**src/rtl/uart_arb_pkg.sv**
```systemverilog
// Shared state encoding and one-hot/index helpers for the UART transmit arbiter.
// Build option UART_ARB_WDOG_EN (see uart_tx_arbiter) does not change anything here.
package uart_arb_pkg;

    localparam int MAX_REQ = 32;

    typedef enum logic [1:0] {
        ST_IDLE,
        ST_LOCKED,
        ST_WAIT_ACK,
        ST_WAIT_DONE
    } arb_state_e;

    function automatic int unsigned onehot_to_idx(input logic [MAX_REQ-1:0] onehot);
        int unsigned idx;
        idx = 0;
        for (int i = 0; i < MAX_REQ; i++) begin
            if (onehot[i]) idx = unsigned'(i);
        end
        return idx;
    endfunction

    function automatic logic [MAX_REQ-1:0] idx_to_onehot(input int unsigned idx);
        return MAX_REQ'(1) << idx;
    endfunction

endpackage

```
**src/rtl/uart_rr_picker.sv**
```systemverilog
// Combinational round-robin picker: first valid requester strictly after rr_ptr,
// wrapping modulo NUM_REQ, returned one-hot.
module uart_rr_picker #(
    parameter int NUM_REQ = 4,
    parameter int IDX_W   = $clog2(NUM_REQ)
) (
    input  logic [NUM_REQ-1:0] req_valid,
    input  logic [IDX_W-1:0]   rr_ptr,
    output logic [NUM_REQ-1:0] pick,
    output logic               any_valid
);

    logic [IDX_W-1:0] idx;
    logic             found;

    always_comb begin
        pick  = '0;
        found = 1'b0;
        idx   = '0;
        for (int k = 1; k <= NUM_REQ; k++) begin
            idx = IDX_W'((int'(rr_ptr) + k) % NUM_REQ);
            if (!found && req_valid[idx]) begin
                pick[idx] = 1'b1;
                found     = 1'b1;
            end
        end
    end

    assign any_valid = |req_valid;

endmodule

```
**src/rtl/uart_tx_arbiter.sv**
```systemverilog
// Shares one UART transmitter between NUM_REQ byte sources with burst-locked round-robin.
// Define UART_ARB_WDOG_EN to release an owner that stays idle for IDLE_TIMEOUT cycles.
module uart_tx_arbiter
    import uart_arb_pkg::*;
#(
    parameter int NUM_REQ      = 4,
    parameter int WORD_LENGTH  = 8,
    parameter int MAX_BURST    = 16,
    parameter int IDLE_TIMEOUT = 1024
) (
    input  logic                           clk,
    input  logic                           reset,
    input  logic [NUM_REQ-1:0]             req_valid,
    input  logic [NUM_REQ*WORD_LENGTH-1:0] req_data,
    input  logic [NUM_REQ-1:0]             req_last,
    output logic [NUM_REQ-1:0]             req_ready,
    output logic [NUM_REQ-1:0]             grant,
    output logic [WORD_LENGTH-1:0]         tx_data,
    output logic                           tx_start,
    input  logic                           tx_busy,
    output logic                           arb_abort
);

    localparam int IDX_W = $clog2(NUM_REQ);
    localparam int CNT_W = $clog2(MAX_BURST + 1);

    if (NUM_REQ < 2 || NUM_REQ > MAX_REQ || MAX_BURST < 1 || IDLE_TIMEOUT < 2) begin : g_param_check
        $error("uart_tx_arbiter: illegal parameter combination");
    end

    arb_state_e             state, state_n;
    logic [NUM_REQ-1:0]     grant_n;
    logic [WORD_LENGTH-1:0] tx_data_n;
    logic                   tx_start_n;
    logic [IDX_W-1:0]       rr_ptr, rr_ptr_n;
    logic [CNT_W-1:0]       byte_cnt, byte_cnt_n;
    logic                   last_seen, last_seen_n;
    logic [NUM_REQ-1:0]     pick;
    logic                   any_valid;
    logic [IDX_W-1:0]       grant_idx;
    logic                   accept;

`ifdef UART_ARB_WDOG_EN
    localparam int IDLE_W = $clog2(IDLE_TIMEOUT);
    logic [IDLE_W-1:0] idle_cnt, idle_cnt_n;
    logic              arb_abort_q, arb_abort_n;
    assign arb_abort = arb_abort_q;
`else
    assign arb_abort = 1'b0;
`endif

    uart_rr_picker #(
        .NUM_REQ (NUM_REQ),
        .IDX_W   (IDX_W)
    ) u_picker (
        .req_valid (req_valid),
        .rr_ptr    (rr_ptr),
        .pick      (pick),
        .any_valid (any_valid)
    );

    assign grant_idx = IDX_W'(onehot_to_idx(MAX_REQ'(grant)));
    assign req_ready = (state == ST_LOCKED && !tx_busy) ? grant : '0;
    assign accept    = |(req_valid & req_ready);

    always_ff @(posedge clk) begin
        if (!reset) begin
            state     <= ST_IDLE;
            grant     <= '0;
            tx_data   <= '0;
            tx_start  <= 1'b0;
            rr_ptr    <= IDX_W'(NUM_REQ - 1);
            byte_cnt  <= '0;
            last_seen <= 1'b0;
`ifdef UART_ARB_WDOG_EN
            idle_cnt    <= '0;
            arb_abort_q <= 1'b0;
`endif
        end else begin
            state     <= state_n;
            grant     <= grant_n;
            tx_data   <= tx_data_n;
            tx_start  <= tx_start_n;
            rr_ptr    <= rr_ptr_n;
            byte_cnt  <= byte_cnt_n;
            last_seen <= last_seen_n;
`ifdef UART_ARB_WDOG_EN
            idle_cnt    <= idle_cnt_n;
            arb_abort_q <= arb_abort_n;
`endif
        end
    end

    // Releasing hands rr_ptr the current owner so it queues behind every other valid port.
    always_comb begin
        state_n     = state;
        grant_n     = grant;
        tx_data_n   = tx_data;
        tx_start_n  = 1'b0;
        rr_ptr_n    = rr_ptr;
        byte_cnt_n  = byte_cnt;
        last_seen_n = last_seen;
`ifdef UART_ARB_WDOG_EN
        idle_cnt_n  = idle_cnt;
        arb_abort_n = 1'b0;
`endif
        case (state)
            ST_IDLE: begin
                if (!tx_busy && any_valid) begin
                    grant_n    = pick;
                    byte_cnt_n = '0;
                    state_n    = ST_LOCKED;
`ifdef UART_ARB_WDOG_EN
                    idle_cnt_n = '0;
`endif
                end
            end
            ST_LOCKED: begin
                if (accept) begin
                    tx_data_n   = req_data[grant_idx*WORD_LENGTH +: WORD_LENGTH];
                    tx_start_n  = 1'b1;
                    byte_cnt_n  = byte_cnt + 1'b1;
                    last_seen_n = req_last[grant_idx];
                    state_n     = ST_WAIT_ACK;
`ifdef UART_ARB_WDOG_EN
                    idle_cnt_n  = '0;
                end else if (!req_valid[grant_idx]) begin
                    if (idle_cnt == IDLE_W'(IDLE_TIMEOUT - 1)) begin
                        rr_ptr_n    = grant_idx;
                        grant_n     = '0;
                        state_n     = ST_IDLE;
                        arb_abort_n = 1'b1;
                        idle_cnt_n  = '0;
                    end else begin
                        idle_cnt_n = idle_cnt + 1'b1;
                    end
`endif
                end
            end
            ST_WAIT_ACK: begin
                if (tx_busy) state_n = ST_WAIT_DONE;
            end
            ST_WAIT_DONE: begin
                if (!tx_busy) begin
                    if (last_seen || byte_cnt == CNT_W'(MAX_BURST)) begin
                        rr_ptr_n = grant_idx;
                        grant_n  = '0;
                        state_n  = ST_IDLE;
                    end else begin
                        state_n = ST_LOCKED;
                    end
                end
            end
            default: state_n = ST_IDLE;
        endcase
    end

endmodule

```
**config.mk**
```make
export PLATFORM = sky130hd
export DESIGN_NAME = uart_tx_arbiter
export DESIGN_NICKNAME = d
export VERILOG_FILES = /design/src/rtl/uart_arb_pkg.sv /design/src/rtl/uart_rr_picker.sv /design/src/rtl/uart_tx_arbiter.sv
export SDC_FILE = /design/constraint.sdc
export NUM_CORES = 1
export LEC_CHECK = 0
export BUFFER_PORTS_ARGS = -buffer_cell sky130_fd_sc_hd__buf_2
export CORE_MARGIN = 2
export CORE_UTILIZATION = 45
export DETAILED_ROUTE_END_ITERATION = 8
export GPL_ROUTABILITY_DRIVEN = 0
export PLACE_DENSITY = 0.74
export SKIP_CTS_REPAIR_TIMING = 1
export SYNTH_ARGS = -nofsm -noshare
export SYNTH_HDL_FRONTEND = slang
export SYNTH_SLANG_ARGS = --single-unit
```
**constraint.sdc**
```tcl
create_clock -name clk -period 2.1 [get_ports clk]
set_input_delay 0.105 -clock clk [delete_from_list [all_inputs] [get_ports clk]]
set_output_delay 0.105 -clock clk [all_outputs]
set_load 0.01 [all_outputs]
```
; ---- Yosys cells after proc, flatten, opt, wreduce, memory -nomap -nowiden
; Index checks and enable logic that the tools add are counted.
[word_totals]
reg_bits = 23
inputBits = 43
output_inout_bits = 18
elab_cells = 104
[op_classes]
addsub = 5
order_cmp = 9
eq_ne = 9
shift = 1
muxes = 43
n_bitwise = 5
reduce_logical = 25
[ops]
columns = cell, count
row1 = $mux W4, 8
row2 = $shiftx A32 B6 Y8, 1
row3 = $lt A2 B3 Y1 const B, 5
row4 = $mux W1, 15
row5 = $mux W2, 6
row6 = $or A4 B4 Y4, 3
row7 = $bmux W1 S2, 5
row8 = $mux W5, 2
row9 = $ne A2 B2 Y1 const B, 5
row10 = $pmux W5 S2, 1
row11 = $logic_and A1 B1 Y1, 9
row12 = $demux W1 S2, 4
row13 = $ge A2 B1 Y1 const B, 4
row14 = $pmux W2 S4, 1
row15 = $pmux W4 S2, 1
row16 = $reduce_and A4 Y1, 2
row17 = $reduce_or A4 Y1, 2
row18 = $reduce_and A3 Y1, 2
row19 = $add A5 B1 Y5 const B, 1
row20 = $eq A5 B5 Y1 const B, 1
row21 = $add A2 B1 Y2 const B, 2
row22 = $add A2 B2 Y2 const B, 2
row23 = $and A4 B4 Y4, 1
row24 = $eq A2 B2 Y1 const B, 2
row25 = 7 further kinds, 12

; ---- Longest topological paths before layout
[depth]
ltp_word = 15
depth_mapped = 8
mapped_depth_nobuf = 7

; ---- Cells and area by module
; Synthesis repeated with hierarchy kept, for this count alone.
[hier_totals]
cells_unflattened = 206
area_unflattened_um2 = 1786.7
[modules_own_cells]
columns = module, instances, cells_each, area_per_inst_um2, seq_area_each_um2
row1 = uart_tx_arbiter, 1, 167, 1421.4, 460.4
row2 = uart_rr_picker, 1, 39, 365.4, 0.0

; ---- Worst setup path after synthesis
; No wires, ideal clock.
[synth_timing]
kind = flip-flop to flip-flop
startpoint = register rr_ptr[0]
endpoint = register grant[0]
setup_ps = 70
arrival_time_ps = 1985
required_time_ps = 2030
setup_slack_ps = 45
stages_incl_launch_ff = 8
n_path_buf = 1
synth_period_minus_slack_ps = 2055
cell_sequence = dfxtp_1 buf_2 inv_1 ha_1 or3b_1 a311oi_2 a221oi_1 o2bb2ai_1
[synth_via]
elab_chain_len = 15
elab_cells_between_ends = 50
classes_between = add/sub: 4 / order compare: 8 / mux: 25 / bitwise: 3 / reduce/logical: 10
[synth_lines]
columns = item, line_no
row1 = from (decl), uart_tx_arbiter.sv:35  ; logic [IDX_W-1:0] rr_ptr, rr_ptr_n;
row2 = from (signal assigned), uart_tx_arbiter.sv:72  ; rr_ptr <= IDX_W'(NUM_REQ - 1);
row3 = from (signal assigned), uart_tx_arbiter.sv:84  ; rr_ptr <= rr_ptr_n;
row4 = branches (longest 12 deep; another with $lt A2 B3 Y1), n/a
row5 = $mux W4 (*), uart_rr_picker.sv:22  ; if (!found && req_valid[idx]) begin
row6 = $mux W4 (*), uart_tx_arbiter.sv:109  ; if (!tx_busy && any_valid) begin
row7 = $pmux W4 S2 (*), uart_tx_arbiter.sv:107  ; case (state)
row8 = to (signal assigned), uart_tx_arbiter.sv:81  ; grant <= grant_n;
row9 = to (decl), uart_tx_arbiter.sv:17  ; output logic [NUM_REQ-1:0] grant,
; Mark *: on every way between the ends. The select of a mux whose other input is x is not followed.
; A chain may end at the register's enable or synchronous reset.

; ---- Worst setup path after layout
[layout_timing]
startpoint = register state[1]
endpoint = register tx_data[0]
[layout_via]
elab_chain_len = 6
[layout_lines]
columns = item, line_no
row1 = from (decl), uart_tx_arbiter.sv:31  ; arb_state_e state, state_n;
row2 = from (signal assigned), uart_tx_arbiter.sv:80  ; state <= state_n;
row3 = $eq A2 B1 Y1 (*), "uart_tx_arbiter.sv:63, uart_tx_arbiter.sv:107"
row4 = $logic_and A1 B1 Y1, uart_tx_arbiter.sv:63  ; assign req_ready = (state == ST_LOCKED && !tx_busy) ? grant : '0;
row5 = $mux W4, uart_tx_arbiter.sv:63
row6 = $and A4 B4 Y4, uart_tx_arbiter.sv:64  ; assign accept = |(req_valid & req_ready);
row7 = $reduce_or A4 Y1, uart_tx_arbiter.sv:64
row8 = $reduce_and A2 Y1 (no source line) (*), n/a
row9 = to (signal assigned), uart_tx_arbiter.sv:82  ; tx_data <= tx_data_n;
row10 = to (decl), uart_tx_arbiter.sv:18  ; output logic [WORD_LENGTH-1:0] tx_data,
; Mark *: on every way between the ends. The rest lies on a longest branch, timed or not.

==> metrics <==
Layout Skew 0.001358 ns; Final min period 1.908 ns; Initial DRT Pass Iterations 4; register area share after synthesis 0.2612; startpoint class of the critical path register; status completed; Mapped Nets 263; Ys Warns 0; Area Overhead vs Synth 24.77%; CTS sink count 23; RSZ-0062 raised after global routing false; worst-case vdd ir drop 0.0005125 V; Initial Util 0.4744; Compound-Gate Fraction of Synth Area 0.2775; setup tns final 0 ns; CP max FO 20; Num CTS Buffers 3; Cells after Synth 205; Max Freq 0.5241 GHz; power per cell area 712.8 nW/um^2; final setup margin 0.1918 ns; CP peak stage delay 0.35 ns; Post-synth top flop dfxtp_1; NumNets Final 325; largest family of logic cells by synthesized area compound AO/OA/AOI/OAI gates; drt drc 0; row cnt 22; layout cells sized above 1 0.3045; async set-reset flop share out of synthesis 0; die area 4434 um^2; final hold violation count 0; GRT overflow 0; P_sw 0.0005788 W; Root Driver clkbuf_8; Switching Fraction 0.3692; Fill cells 357; clock share of power 0.171; reg2reg path depth 8; worst hold path cell count 2; Seq pwr share 0.365; XOR/XNOR Fraction of Synth Area 0.01490; critical path endpoint category register; Final Cycle Share 0.9087; Clock Pin Slew Worst Setup and Hold Paths 0.07 ns; CTS tree yes; vias in the first global route 1,405; final wirelength 4.255 mm; Internal Power 0.0009890 W; Worst-Skew Late Latency 0.26 ns; DR iter-0 viols 123; syn avg cell area 8.600 um^2; DRT antenna net count 0; Final Max Tran Viols 0; critical path type register to register; setup slack at placement 0.1598 ns; CP required 2.26 ns; Logic pwr share 0.464; hpwl dp 3.215 mm; n_diodes 0; LEAKAGE 1.099 nW; number of synthesized register bits 23; multiplexer share of the synthesized area 0.08233; Hold Path Class primary input to register; Routed WL per cell 13.55 um; EDFF count, synth 0; post-synth cell types 47; gr usage total 0.1935; IO buf count 59; die height 66.59 um; final setup vio count 0; die width 66.59 um; initial antenna violation count 0; Max Cap Viol 0; total I/O pin count 61; CP max-delay cell dfxtp_1; vias per inst 5.303; CTS H-tree lvls 1; critical path arrival 2.07 ns; Core Box Area 3716 um^2; first-pass GRT wire length 6.617 mm; largest net degree at the start of global routing 24; routed vias 1,665; Post-Synth Adder-Cell Area 0.1065; simple-gate share of the synthesized area 0.1987; Clock Tree Buf Depth 2; crit path cell chain inv_1 -> ha_1 -> nor2_1 -> a31oi_2 -> and3_1 -> buf_4 -> o211ai_1 -> o211a_1; mapped cell area 1763 um^2; hold slack final 0.1987 ns
==> worst paths after layout <==
kind | from | end | slack [ns]
setup / recovery | state[1]$_SDFFE_PN0P_ | tx_data[0]$_SDFFE_PN0P_ | 0.19
hold / removal | reset | rr_ptr[0]$_SDFFE_PN1P_ | 0.20
setup reg to reg | state[1]$_SDFFE_PN0P_ | tx_data[0]$_SDFFE_PN0P_ | 0.19
hold reg to reg | tx_data[4]$_SDFFE_PN0P_ | tx_data[4]$_SDFFE_PN0P_ | 0.50
==> stage by stage <==
step	power, W	cell area, um^2	utilization	cells
final	0.001568	2200	0.5919	314
after global routing	0.001685	2200	0.5919	314
after CTS	0.001580	2183	0.5875	314
after detailed placement	0.001310	2138	0.5754	310
after global placement	0.001292	2138	0.5754	310
after floorplan	0.001069	1763	-	205
==> power groups by stage <==
| stage | clock network [W] | registers, W | logic [W] |
|---|---|---|---|
| final | 0.000268 | 0.000572 | 0.000728 |
| after global routing | 0.000292 | 0.000582 | 0.000811 |
| after CTS | 0.000275 | 0.000573 | 0.000732 |
| after detailed placement | 0 | 0.000582 | 0.000727 |
| after global placement | 0 | 0.000578 | 0.000714 |
| after floorplan | 0 | 0.000602 | 0.000467 |
==> cell type report <==
cell class	count	area [um^2]	area share
multi-input cells	158	1219	0.5540
flip-flops and latches	23	460.4	0.2093
repair buffers	69	370.4	0.1684
well taps	48	60.06	0.02730
clock buffers	4	45.04	0.02048
inverters	12	45.04	0.02048
==> layout by cell type, fill, tap and decap left out, types with 3 or more instances in the layout <==
| cell | n |
|---|---|
| buf_2 | 59 |
| dfxtp_1 | 23 |
| nand2_1 | 15 |
| ha_1 | 15 |
| nor2_1 | 14 |
| a21oi_1 | 12 |
| inv_1 | 11 |
| and2_1 | 10 |
| mux2i_1 | 10 |
| o211a_1 | 10 |
| buf_4 | 10 |
| o211ai_1 | 9 |
| nor2b_1 | 4 |
| o21ai_1 | 4 |
| a221oi_1 | 4 |
| o2bb2ai_1 | 4 |
| o21ai_0 | 3 |
| nand2b_1 | 3 |
| nor3_1 | 3 |
| nand3b_1 | 3 |
| xor2_1 | 3 |
| clkbuf_8 | 3 |
==> worst max-delay path: cells and delay by family, from the launching register on <==
kind	cells	cell delay, ns
compound gates	3	0.50
fa+ha+maj	1	0.34
buf+inv	2	0.34
flops	1	0.35
simple gates	2	0.27
==> registers in the layout, indices dropped and copies added, names as in the netlist <==
signal / count
tx_data: 8
byte_cnt: 5
grant: 4
rr_ptr: 2
state: 2
last_seen: 1
tx_start: 1
==> cell families (layout without fill, tap and decap cells) <==
family	Yosys count	count (layout)
buffers and inverters	24	85
XOR/XNOR	3	3
multiplexers	12	12
AO/OA/AOI/OAI	62	62
AND/OR/NAND/NOR	65	65
adder cells (fa/ha/maj)	15	15
other	1	1
flip-flops	23	23
==> metal layers <==
metal / wire length (um) / up-vias / GRT usage
met5: 0 / - / 0
met4: 34 / 0 / 0.04592
met3: 113 / 4 / 0.03547
met1: 1928 / 768 / 0.2518
met2: 2179 / 23 / 0.3300
li1: - / 870 / -
==> cell usage after synthesis, types with 3 or more instances <==
cell type   n  area, um^2
o211a_1    10       100.1
a21oi_1    12       60.06
nor2b_1     4       25.02
nand2_1    15       56.30
nand2b_1    3       18.77
buf_2       5       25.02
nand3b_1    3       22.52
dfxtp_1    23       460.4
clkbuf_1    5       18.77
o21ai_1     4       20.02
xor2_1      3       26.28
o2bb2ai_1   4       35.03
ha_1       15       187.7
and2_1     10       62.56
nor3_1      4       20.02
o21ai_0     3       15.01
a221oi_1    4       35.03
inv_1      12       45.04
nor2_1     14       52.55
mux2i_1    10       100.1
o211ai_1    9       67.56
No activity file was read; power rests on OpenSTA's default activity.
